===== config.mk =====
export PLATFORM = sky130hd
export DESIGN_NAME = foobar_event_queue
export DESIGN_NICKNAME = d
export VERILOG_FILES = /design/src/rtl/foobar_event_queue.sv
export SDC_FILE = /design/constraint.sdc
export NUM_CORES = 1
export LEC_CHECK = 0
export BUFFER_PORTS_ARGS = -buffer_cell sky130_fd_sc_hd__buf_2
export CAP_MARGIN = 10
export CORE_AREA = 5 5 118 120
export DETAILED_ROUTE_END_ITERATION = 12
export DIE_AREA = 0 0 123 125
export MAX_ROUTING_LAYER = met4
export PLACE_DENSITY = 0.49
export SLEW_MARGIN = 15
export SYNTH_ARGS = -nofsm -noshare
export SYNTH_HDL_FRONTEND = slang
export SYNTH_SLANG_ARGS = --single-unit

===== constraint.sdc =====
create_clock -name clk -period 3 [get_ports clk]
set_input_delay 0.15 -clock clk [delete_from_list [all_inputs] [get_ports clk]]
set_output_delay 0.15 -clock clk [all_outputs]
set_load 0.005 [all_outputs]

===== src/rtl/foobar_event_queue.sv =====
// Classifies enabled foo/bar steps into FOO/BAR/FOOBAR events, stamps them with a
// cycle counter and queues them for a valid/ready reader; overflowing events are counted.
module foobar_event_queue #(
  parameter int DEPTH   = 8,
  parameter int STAMP_W = 8
) (
  input  logic                     clk,
  input  logic                     rst,
  input  logic                     en,
  input  logic                     foo,
  input  logic                     bar,
  input  logic                     clr,
  output logic                     out_valid,
  input  logic                     out_ready,
  output logic [1:0]               out_type,
  output logic [STAMP_W-1:0]       out_stamp,
  output logic [$clog2(DEPTH):0]   level,
  output logic                     overflow,
  output logic [7:0]               drop_count
);

  localparam int AW = $clog2(DEPTH);
  localparam logic [AW:0]        FULL_LEVEL = (AW+1)'(DEPTH);
  localparam logic [AW:0]        LVL_ONE    = (AW+1)'(1);
  localparam logic [AW-1:0]      PTR_ONE    = AW'(1);
  localparam logic [STAMP_W-1:0] STAMP_ONE  = STAMP_W'(1);

  logic [1:0]         type_mem  [DEPTH];
  logic [STAMP_W-1:0] stamp_mem [DEPTH];

  logic [AW-1:0]      wr_ptr;
  logic [AW-1:0]      rd_ptr;
  logic [STAMP_W-1:0] stamp;
  logic [AW:0]        level_next;
  logic               event_hit;
  logic               pop;
  logic               push;
  logic               drop;

  assign event_hit = en & (foo | bar);
  assign pop       = out_valid & out_ready;
  // A full queue still accepts an event when the head leaves in the same cycle.
  assign push      = event_hit & ((level != FULL_LEVEL) | pop);
  assign drop      = event_hit & ~push;

  always_comb begin
    level_next = level;
    if (push && !pop)
      level_next = level + LVL_ONE;
    else if (pop && !push)
      level_next = level - LVL_ONE;
  end

  // Storage needs no reset: the head is masked to zero whenever the queue is empty.
  always_ff @(posedge clk) begin
    if (push && !clr) begin
      type_mem[wr_ptr]  <= {bar, foo};
      stamp_mem[wr_ptr] <= stamp;
    end
  end

  always_ff @(posedge clk or negedge rst) begin
    if (!rst) begin
      wr_ptr     <= '0;
      rd_ptr     <= '0;
      stamp      <= '0;
      level      <= '0;
      out_valid  <= 1'b0;
      overflow   <= 1'b0;
      drop_count <= '0;
    end else if (clr) begin
      wr_ptr     <= '0;
      rd_ptr     <= '0;
      stamp      <= '0;
      level      <= '0;
      out_valid  <= 1'b0;
      overflow   <= 1'b0;
      drop_count <= '0;
    end else begin
      if (en)
        stamp <= stamp + STAMP_ONE;
      if (push)
        wr_ptr <= wr_ptr + PTR_ONE;
      if (pop)
        rd_ptr <= rd_ptr + PTR_ONE;
      level     <= level_next;
      out_valid <= (level_next != '0);
      if (drop) begin
        overflow <= 1'b1;
        if (drop_count != 8'hFF)
          drop_count <= drop_count + 8'd1;
      end
    end
  end

  assign out_type  = out_valid ? type_mem[rd_ptr]  : 2'b00;
  assign out_stamp = out_valid ? stamp_mem[rd_ptr] : '0;

endmodule


# --- After elaboration in Yosys (flattened, before gate mapping) ---
# Memory sizes are Yosys's and may differ from the RTL's.
# Index checks and enable logic that the tools add are counted.
word_totals:
  wordCells: 56
  n_memories: 2
  ram_bits: 80
  reg_bits: 28
mem_list:
  columns: ["memory", "words", "word_bits", "read_ports", "rd_clocked_by_memory_dff", "wr", "line", "text"]
  rows:
  - ["stamp_mem", 8, 8, 1, 0, 1, "29", "logic [STAMP_W-1:0] stamp_mem [DEPTH];"]
  - ["type_mem", 8, 2, 1, 0, 1, "28", "logic [1:0] type_mem [DEPTH];"]
op_classes:
  reduce_logical: 13
  bitwise: 7
  n_mux: 19
  n_addsub: 6
  eq_ne: 2
ops:
  columns: ["op", "n"]
  rows:
  - ["$mux 8", 6]
  - ["$add 8x1->8 const B", 2]
  - ["$mux 3", 4]
  - ["$mux 4", 3]
  - ["$reduce_bool 2->1", 5]
  - ["$ne 8x8->1 const B", 1]
  - ["$add 3x1->3 const B", 2]
  - ["$mux 1", 5]
  - ["$add 4x1->4 const B", 1]
  - ["$and 1x1->1", 4]
  - ["$ne 4x4->1 const B", 1]
  - ["$reduce_bool 4->1", 1]
  - ["$sub 4x1->4 const B", 1]
  - ["$logic_and 1x1->1", 3]
  - ["$logic_not 1->1", 3]
  - ["$mux 2", 1]
  - ["$or 1x1->1", 2]
  - ["$reduce_and 2->1", 1]
  - ["$not 1->1", 1]

# --- Longest topological paths before layout ---
# Gate-level depths: netlist of run 1.
logic_depth:
  word_depth: 9
  ltp_mapped: 7
  mapped_depth_nobuf: 7

# --- Least setup slack after synthesis of run 1 ---
# No wires, ideal clock.
synth_timing:
  path_kind: "register to register"
  startpoint: "reg level[0]"
  endpoint: "mem stamp_mem[0][0], enable pin"
  t_required_ps: 2610
  t_arrival_ps: 2082
  n_path_buf: 0
  setup_slack_ps: 528
  path_stages_with_launch: 7
  setup_ps: 390
  period_less_slack_ps: 2472
  cell_sequence: "dfrtp_1 -> inv_1 -> ha_1 -> nand3b_1 -> o21ai_1 -> or3_1 -> nor3_1"
synth_via:
  elab_chain_cells: 6
synth_rtl:
  columns: ["item", "line", "text"]
  rows:
  - ["start, declared", "17", "output logic [$clog2(DEPTH):0] level,"]
  - ["start signal, assigned", "86", "level <= level_next;"]
  - ["$ne 4x4->1", "43", "assign push = event_hit & ((level != FULL_LEVEL) | pop);"]
  - ["$or 1x1->1", "43", null]
  - ["$and 1x1->1", "43", null]
  - ["$logic_and 1x1->1", "56", "if (push && !clr) begin"]
  - ["$mux 1", "56", null]
  - ["$mux 1 (not written as such)", "58", "stamp_mem[wr_ptr] <= stamp;"]
  - ["end, declared", "29", null]
# No other way between the ends.

# --- Worst setup path in the final report of run 1 ---
# Same ends and word-level chain as after synthesis.

==> out/results.txt, run 1 <==
Cell Area, Synth: 4590 um^2
Main synth FF type: edfxtp_1
Clock Sinks: 108
Min-Delay Path Class: primary input to register
Syn_area_per_cell: 15.9 um^2
Clock Tree Buf Depth: 2
Worst-path fanout max: 10
Synth Register Bits: 108
Area share of the largest cell type after synthesis: 52.3%
Net count, final: 339
Worst-path clk slew: 0.07 ns
CTS tree: yes
Setup Skew: 0.00796 ns
GRT overflow: 0
Crit path time final: 2.50 ns
Crit end category: register
Sw Ratio: 24.5%
Vias: 2461
DP HPWL: 6050 um
Post-synth EDFFs: 80
Power Internal: 0.00269 W
Setup TNS: 0 ns
Psw: 0.000873 W
Critical path type: register to register
Hold Fails Final Rpt: 0
Netlist cell types: 39
RR Endpoint: stamp_mem[0][0]$_DFFE_PP_
Die width: 123 um
Critical Path Sink: stamp_mem[0][0]$_DFFE_PP_
Yosys top cell by area: edfxtp_1
Crit-path max cell delay: 0.65 ns
GP Congestion: 0.752
Worst endpoint required time: 2.97 ns
Clk root buf: clkbuf_16
Maximum capacitance violations: 0
CP Data Arrival Time: 2.47 ns
Worst Tran Pin Value: 0.943 ns
Rows: 42
Fin crit share: 83.4%
First-pass DRT Iterations: 4
Max VDD drop: 0.322 mV
Core area: 12900 um^2
CP Launch Type: register
Antenna violations before repair: 0
Clock Latency Late Sink: 0.35 ns
Fmax: 400 MHz
Synthesized Nets: 301
Pwr per Cell Area: 673 nW/um^2
First-iteration detailed-routing DRC count: 171
CP max stage cell: nor3_2
Worst r2r src: level[0]$_DFF_PN0_
ANT cells: 0
FF-to-FF setup slack: 0.50 ns
H-tree depth: 3
Clock Power Share: 35.3%
Setup repair after global routing missed its margin: no
Layout cell share with drive strength beyond 1: 24.8%
Final design utilization: 41.1%
Critical Path, Cell by Cell: inv_1 -> ha_1 -> nand3b_1 -> o21ai_1 -> or3_1 -> nor3_2
Io pins: 31
Slew Limit Fails: 0
GRT Resource Usage Total: 13.4%
Final wirelength: 9270 um
Buffers on Ports: 30
DRC Markers: 0
Power share of the combinational group: 17.0%
Seq/Total Area, Yosys: 67.6%
Worst reg2reg path depth: 6
Routed vias/inst: 4.85
Ys async rst share: 25.9%
Fillers: 1176
YS warnings: 0
# resized after CTS: 0
Wire per inst: 18.3 um
Max_slew headroom: 36.9%
Initial Utilization: 35.7%
Die Y: 125 um
Leakage: 1.89 nW
First-pass GRT wire length: 15000 um
Die Area: 15400 um^2
Number of setup violations in the final report: 0
Critical path startpoint: level[0]$_DFF_PN0_
Synth top area cells: edfxtp_1 (52%), dfrtp_1 (15%), mux4_2 (9.8%)
Vias in the first global route: 2635
Largest net degree at the start of global routing: 32
Area Overhead vs Synth: 15.2%
Synth top cells by count: edfxtp_1 (80), nor2_1 (31), dfrtp_1 (28)
Reg power frac: 47.7%
Cell with the most instances after synthesis: edfxtp_1
Post-Syn Instances: 288
CTS buffer count: 9
Status: completed
Post-DRT Antenna Nets: 0
==> cell usage in the layout, fill, tap and decap left out, types with 2 or more instances in the layout <==
| cell type | Yosys | final |
|---|---|---|
| a21oi_1 | 6 | 6 |
| and2_1 | 2 | 2 |
| and3_1 | 2 | 2 |
| buf_2 | 2 | 30 |
| buf_4 | 0 | 7 |
| bufinv_16 | 0 | 2 |
| clkbuf_16 | 0 | 9 |
| dfrtp_1 | 28 | 28 |
| edfxtp_1 | 80 | 80 |
| ha_1 | 6 | 6 |
| inv_1 | 7 | 7 |
| inv_6 | 0 | 2 |
| mux2_4 | 2 | 2 |
| mux2i_1 | 12 | 12 |
| mux4_2 | 20 | 20 |
| nand2_1 | 14 | 14 |
| nand2b_1 | 2 | 2 |
| nand3_1 | 2 | 2 |
| nand4_1 | 4 | 4 |
| nor2_1 | 31 | 31 |
| nor2_4 | 2 | 2 |
| nor2b_1 | 12 | 12 |
| nor3_1 | 4 | 2 |
| nor3_2 | 1 | 3 |
| nor4_1 | 4 | 4 |
| o21ai_0 | 3 | 3 |
| o21ai_1 | 3 | 3 |
| or3_1 | 3 | 3 |
| xnor2_1 | 11 | 11 |
| xor2_1 | 6 | 6 |
==> area by class of cell <==
class	instances	area [um^2]	area share, %
Sequential cell	108	3100	58.7
Multi-Input combinational cell	162	1410	26.7
Clock buffer	10	229	4.33
Tap cell	176	220	4.16
Timing Repair Buffer	38	213	4.02
Clock inverter	6	86.3	1.63
Inverter	7	26.3	0.497
==> flip-flops by register name (all words and copies together), names as in the netlist <==
| signal | flops |
|---|---|
| rd_ptr | 3 |
| level | 4 |
| overflow | 1 |
| wr_ptr | 3 |
| stamp | 8 |
| drop_count | 8 |
| out_valid | 1 |
| type_mem | 16 |
| stamp_mem | 64 |
==> power by group through the flow <==
stage          sequential, W  combinational [W]  clock [W]
4_1_cts              0.00170           0.000629    0.00130
5_1_grt              0.00171           0.000675    0.00136
3_5_place_dp         0.00173           0.000623          0
2_1_floorplan        0.00173           0.000421          0
6_report             0.00170           0.000604    0.00126
3_3_place_gp         0.00173           0.000627          0
==> worst min-delay path by stage <==
stage          slack [ns]                        end  cells past startpoint  start
3_3_place_gp         0.22  drop_count[7]$_DFFE_PN0P_                      1    rst
2_1_floorplan       -0.15  drop_count[0]$_DFFE_PN0P_                      0    rst
6_report             0.17   type_mem[1][0]$_DFFE_PP_                      1    foo
3_5_place_dp         0.22  drop_count[7]$_DFFE_PN0P_                      1    rst
4_1_cts              0.16   type_mem[1][0]$_DFFE_PP_                      1    foo
5_1_grt              0.17   type_mem[1][0]$_DFFE_PP_                      1    foo
==> metal layers <==
metal | GRT usage (%) | vias up | wire [um] | share of wire (%)
li1 | - | 1154 | - | -
met1 | 17.9 | 1244 | 4280 | 46
met2 | 20.6 | 57 | 4570 | 49
met3 | 3.39 | 6 | 357 | 3.9
met4 | 3.13 | 0 | 59 | 0.64
met5 | - | - | 0 | 0
==> cell families after synthesis <==
| group | count (synthesis) | share of synthesized area [%] |
|---|---|---|
| mux | 34 | 13.1 |
| fa+ha+maj | 6 | 1.64 |
| compound gates | 18 | 2.70 |
| simple gates | 87 | 9.89 |
| flops | 108 | 67.6 |
| buf+inv | 18 | 1.85 |
| xor+xnor | 17 | 3.24 |
==> what timing repair did <==
action                                 4_1_cts  5_1_grt
endpoints found under the hold margin       28        0
hold buffers                                 1        0
setup buffers                                0        0
==> worst max-delay path, delay by kind of cell, from the launching register on <==
kind                     cells  cell delay (ns)
buffers and inverters        1             0.07
adder cells (fa/ha/maj)      1             0.22
AND/OR/NAND/NOR              3             1.23
AO/OA/AOI/OAI                1             0.17
flip-flops                   1             0.44
==> metrics by stage <==
stage / total power, W / std cells / worst slack [ns] / instance area, um^2 / hold slack (ns)
after floorplan: 0.00215 / 288 / 0.528 / 4590 / -0.146
final: 0.00356 / 507 / 0.498 / 5290 / 0.170
after detailed placement: 0.00236 / 490 / 0.486 / 4960 / 0.223
after global routing: 0.00374 / 507 / 0.236 / 5290 / 0.168
after global placement: 0.00236 / 490 / 0.593 / 4960 / 0.225
after CTS: 0.00363 / 507 / 0.468 / 5290 / 0.160
(Power assumes the default switching activity.)
==> inputs of run 2 (changes only) <==
--- a/config.mk
+++ b/config.mk
@@ -11,7 +11,7 @@
 export DETAILED_ROUTE_END_ITERATION = 12
 export DIE_AREA = 0 0 123 125
 export MAX_ROUTING_LAYER = met4
-export PLACE_DENSITY = 0.49
+export PLACE_DENSITY = 0.51
 export SLEW_MARGIN = 15
 export SYNTH_ARGS = -nofsm -noshare
 export SYNTH_HDL_FRONTEND = slang
==> constraint.sdc (replaced) <==
create_clock -name clk -period 2 [get_ports clk]
set_input_delay 0.1 -clock clk [delete_from_list [all_inputs] [get_ports clk]]
set_output_delay 0.1 -clock clk [all_outputs]
set_load 0.005 [all_outputs]
==> out/results.txt, run 2 (same netlist as run 1, synthesis figures left out) <==
Worst Tran Pin Value: 0.671 ns (-0.272 ns)
Met3 Track Usage GR: 3.25% (-0.14 points)
Met2 Use GR: 20.4% (-0.29 points)
Most Crowded Layer GR: met2
H-tree depth: 3 (unchanged)
Top flop regs: stamp_mem: 64 flops, type_mem: 16 flops
Final design utilization: 43.0% (+1.9 points)
CTS tree: yes
Buffers on Ports: 30 (unchanged)
Clock Latency Late Sink: 0.35 ns (about the same)
Dpl cells: 500 (+2.0%)
Clock Sinks: 108 (unchanged)
Layout cell share with drive strength beyond 1: 30.5% (+5.7 points)
Post-DRT Antenna Nets: 0 (unchanged)
GRT Resource Usage Total: 13.2% (-0.21 points)
Worst-path fanout max: 11 (+1)
Overall power: 0.00544 W (+53%)
Rows: 42 (unchanged)
Core area: 12900 um^2 (unchanged)
Die width: 123 um (unchanged)
Final wirelength: 9280 um (+0.14%)
Most common cell after layout, fill and taps aside: edfxtp_1
Setup repair after global routing missed its margin: yes
Setup TNS: 0 ns (unchanged)
Worst endpoint required time: 1.90 ns (-1.07 ns)
GP Congestion: 0.796 (+5.9%)
CP max stage cell: mux4_2
Worst reg2reg path depth: 9 (+3)
First-pass DRT Iterations: 4 (unchanged)
Maximum capacitance violations: 0 (unchanged)
Pwr per Cell Area: 982 nW/um^2 (+46%)
Initial Utilization: 35.7% (unchanged)
Clk root buf: clkbuf_16
Min-Delay Path Class: primary input to register
Most frequent cells in the layout: edfxtp_1 (80), nor2_1 (30), buf_2 (30), dfrtp_1 (27), mux4_2 (20)
Clock Tree Buf Depth: 2 (unchanged)
Die Y: 125 um (unchanged)
Number of flip-flops in the largest register: 64 (unchanged)
Fin crit share: 97.7%
Grt met1 use: 17.3% (-0.54 points)
ANT cells: 0 (unchanged)
Status: completed
Max_slew headroom: 55.3% (+18 points)
Fmax: 512 MHz
Worst-path clk slew: 0.07 ns (about the same)
RR Endpoint: stamp_mem[5][1]$_DFFE_PP_
Area Overhead vs Synth: 20.6%
Io pins: 31 (unchanged)
First-iteration detailed-routing DRC count: 133 (-22%)
FF-to-FF setup slack: 0.11 ns (-0.39 ns)
Vias: 2506 (+1.8%)
Slew Limit Fails: 0 (unchanged)
Wire per inst: 17.7 um (-3.1%)
Setup WS post-layout: 0.0468 ns (-0.452 ns)
CP Launch Type: register
Hold-critical path depth: 2 (+1)
Crit end category: output pin
Routed vias/inst: 4.78 (-1.5%)
Die Area: 15400 um^2 (unchanged)
Hold Path End: rd_ptr[0]$_DFFE_PN0P_
Worst slack, placed: 0.122 ns (-0.363 ns)
GRT overflow: 0 (unchanged)
DP HPWL: 5830 um (-3.6%)
Net count, final: 356 (+5.0%)
Final Instance Count excl. Fillers: 524 (+3.4%)
Critical path type: register to output pin
CP delay by family, top: multiplexers
First-pass GRT wire length: 14600 um (-2.5%)
Critical Path, Cell by Cell: buf_12 -> mux4_2 -> mux2i_1 -> nor2b_1 -> buf_2
DRC Markers: 0 (unchanged)
Critical path buffer and inverter count: 2 (+1)
Crit-path max cell delay: 0.54 ns (-0.11 ns)
CTS buffer count: 9 (unchanged)
Max VDD drop: 0.494 mV (+53%)
Setup Skew: 0.0107 ns (+0.00278 ns)
Vias in the first global route: 2561 (-2.8%)
Hold Fails Final Rpt: 0 (unchanged)
Largest Register: stamp_mem
Leakage: 1.99 nW (+5.7%)
Worst Min Path Start: clr
Worst r2r src: level[0]$_DFF_PN0_
Number of setup violations in the final report: 0 (unchanged)
CP Data Arrival Time: 1.85 ns (-0.62 ns)
Largest net degree at the start of global routing: 29 (-9.4%)
Antenna violations before repair: 0 (unchanged)
Critical path startpoint: rd_ptr[0]$_DFFE_PN0P_
Crit path time final: 1.95 ns
## run 2: area by class of cell
class,count,area [um^2]
Clock inverter,6,68.8
Inverter,7,26.3
Sequential cell,108,3100
Timing Repair Buffer,55,448
Clock buffer,10,229
Fill cell,1192,7340
Tap cell,176,220
Multi-Input combinational cell,162,1440
## run 2: where the power goes
group / internal, W / switching (W)
registers: 0.00248 / 0.0000703
logic: 0.000610 / 0.000495
clock network: 0.000985 / 0.000796
## run 2: stage by stage
| step | instance area, um^2 | hold WS (ns) |
|---|---|---|
| floorplan | 4620 | -0.196 |
| global placement | 5110 | 0.172 |
| detailed placement | 5110 | 0.176 |
| CTS | 5450 | 0.0611 |
| global route | 5540 | 0.0742 |
| finish | 5540 | 0.0818 |
## run 2: metal layers
metal  part of all wire, %  vias up
met1                    45     1253
met3                   3.9        8
met4                   1.0        0
li1                      -     1195
met2                    50       50
met5                     0        -
## run 2: how the worst max path moves through the flow
stage	depth (start not counted)	slack [ns]	endpoint
floorplan	6	-0.13	stamp_mem[2][0]$_DFFE_PP_
finish	5	0.05	out_stamp[7]
global route	5	-0.06	out_stamp[7]
detailed placement	7	0.12	stamp_mem[4][1]$_DFFE_PP_
CTS	5	-0.05	out_stamp[0]
global placement	7	0.17	stamp_mem[4][1]$_DFFE_PP_
## run 2: repair_timing
item	in CTS	in global routing
gates resized for setup	1	7
gates cloned	1	2
hold endpoints to repair	28	0
endpoints found under the setup margin	1	41
hold buffers	1	0
buffers inserted	0	4
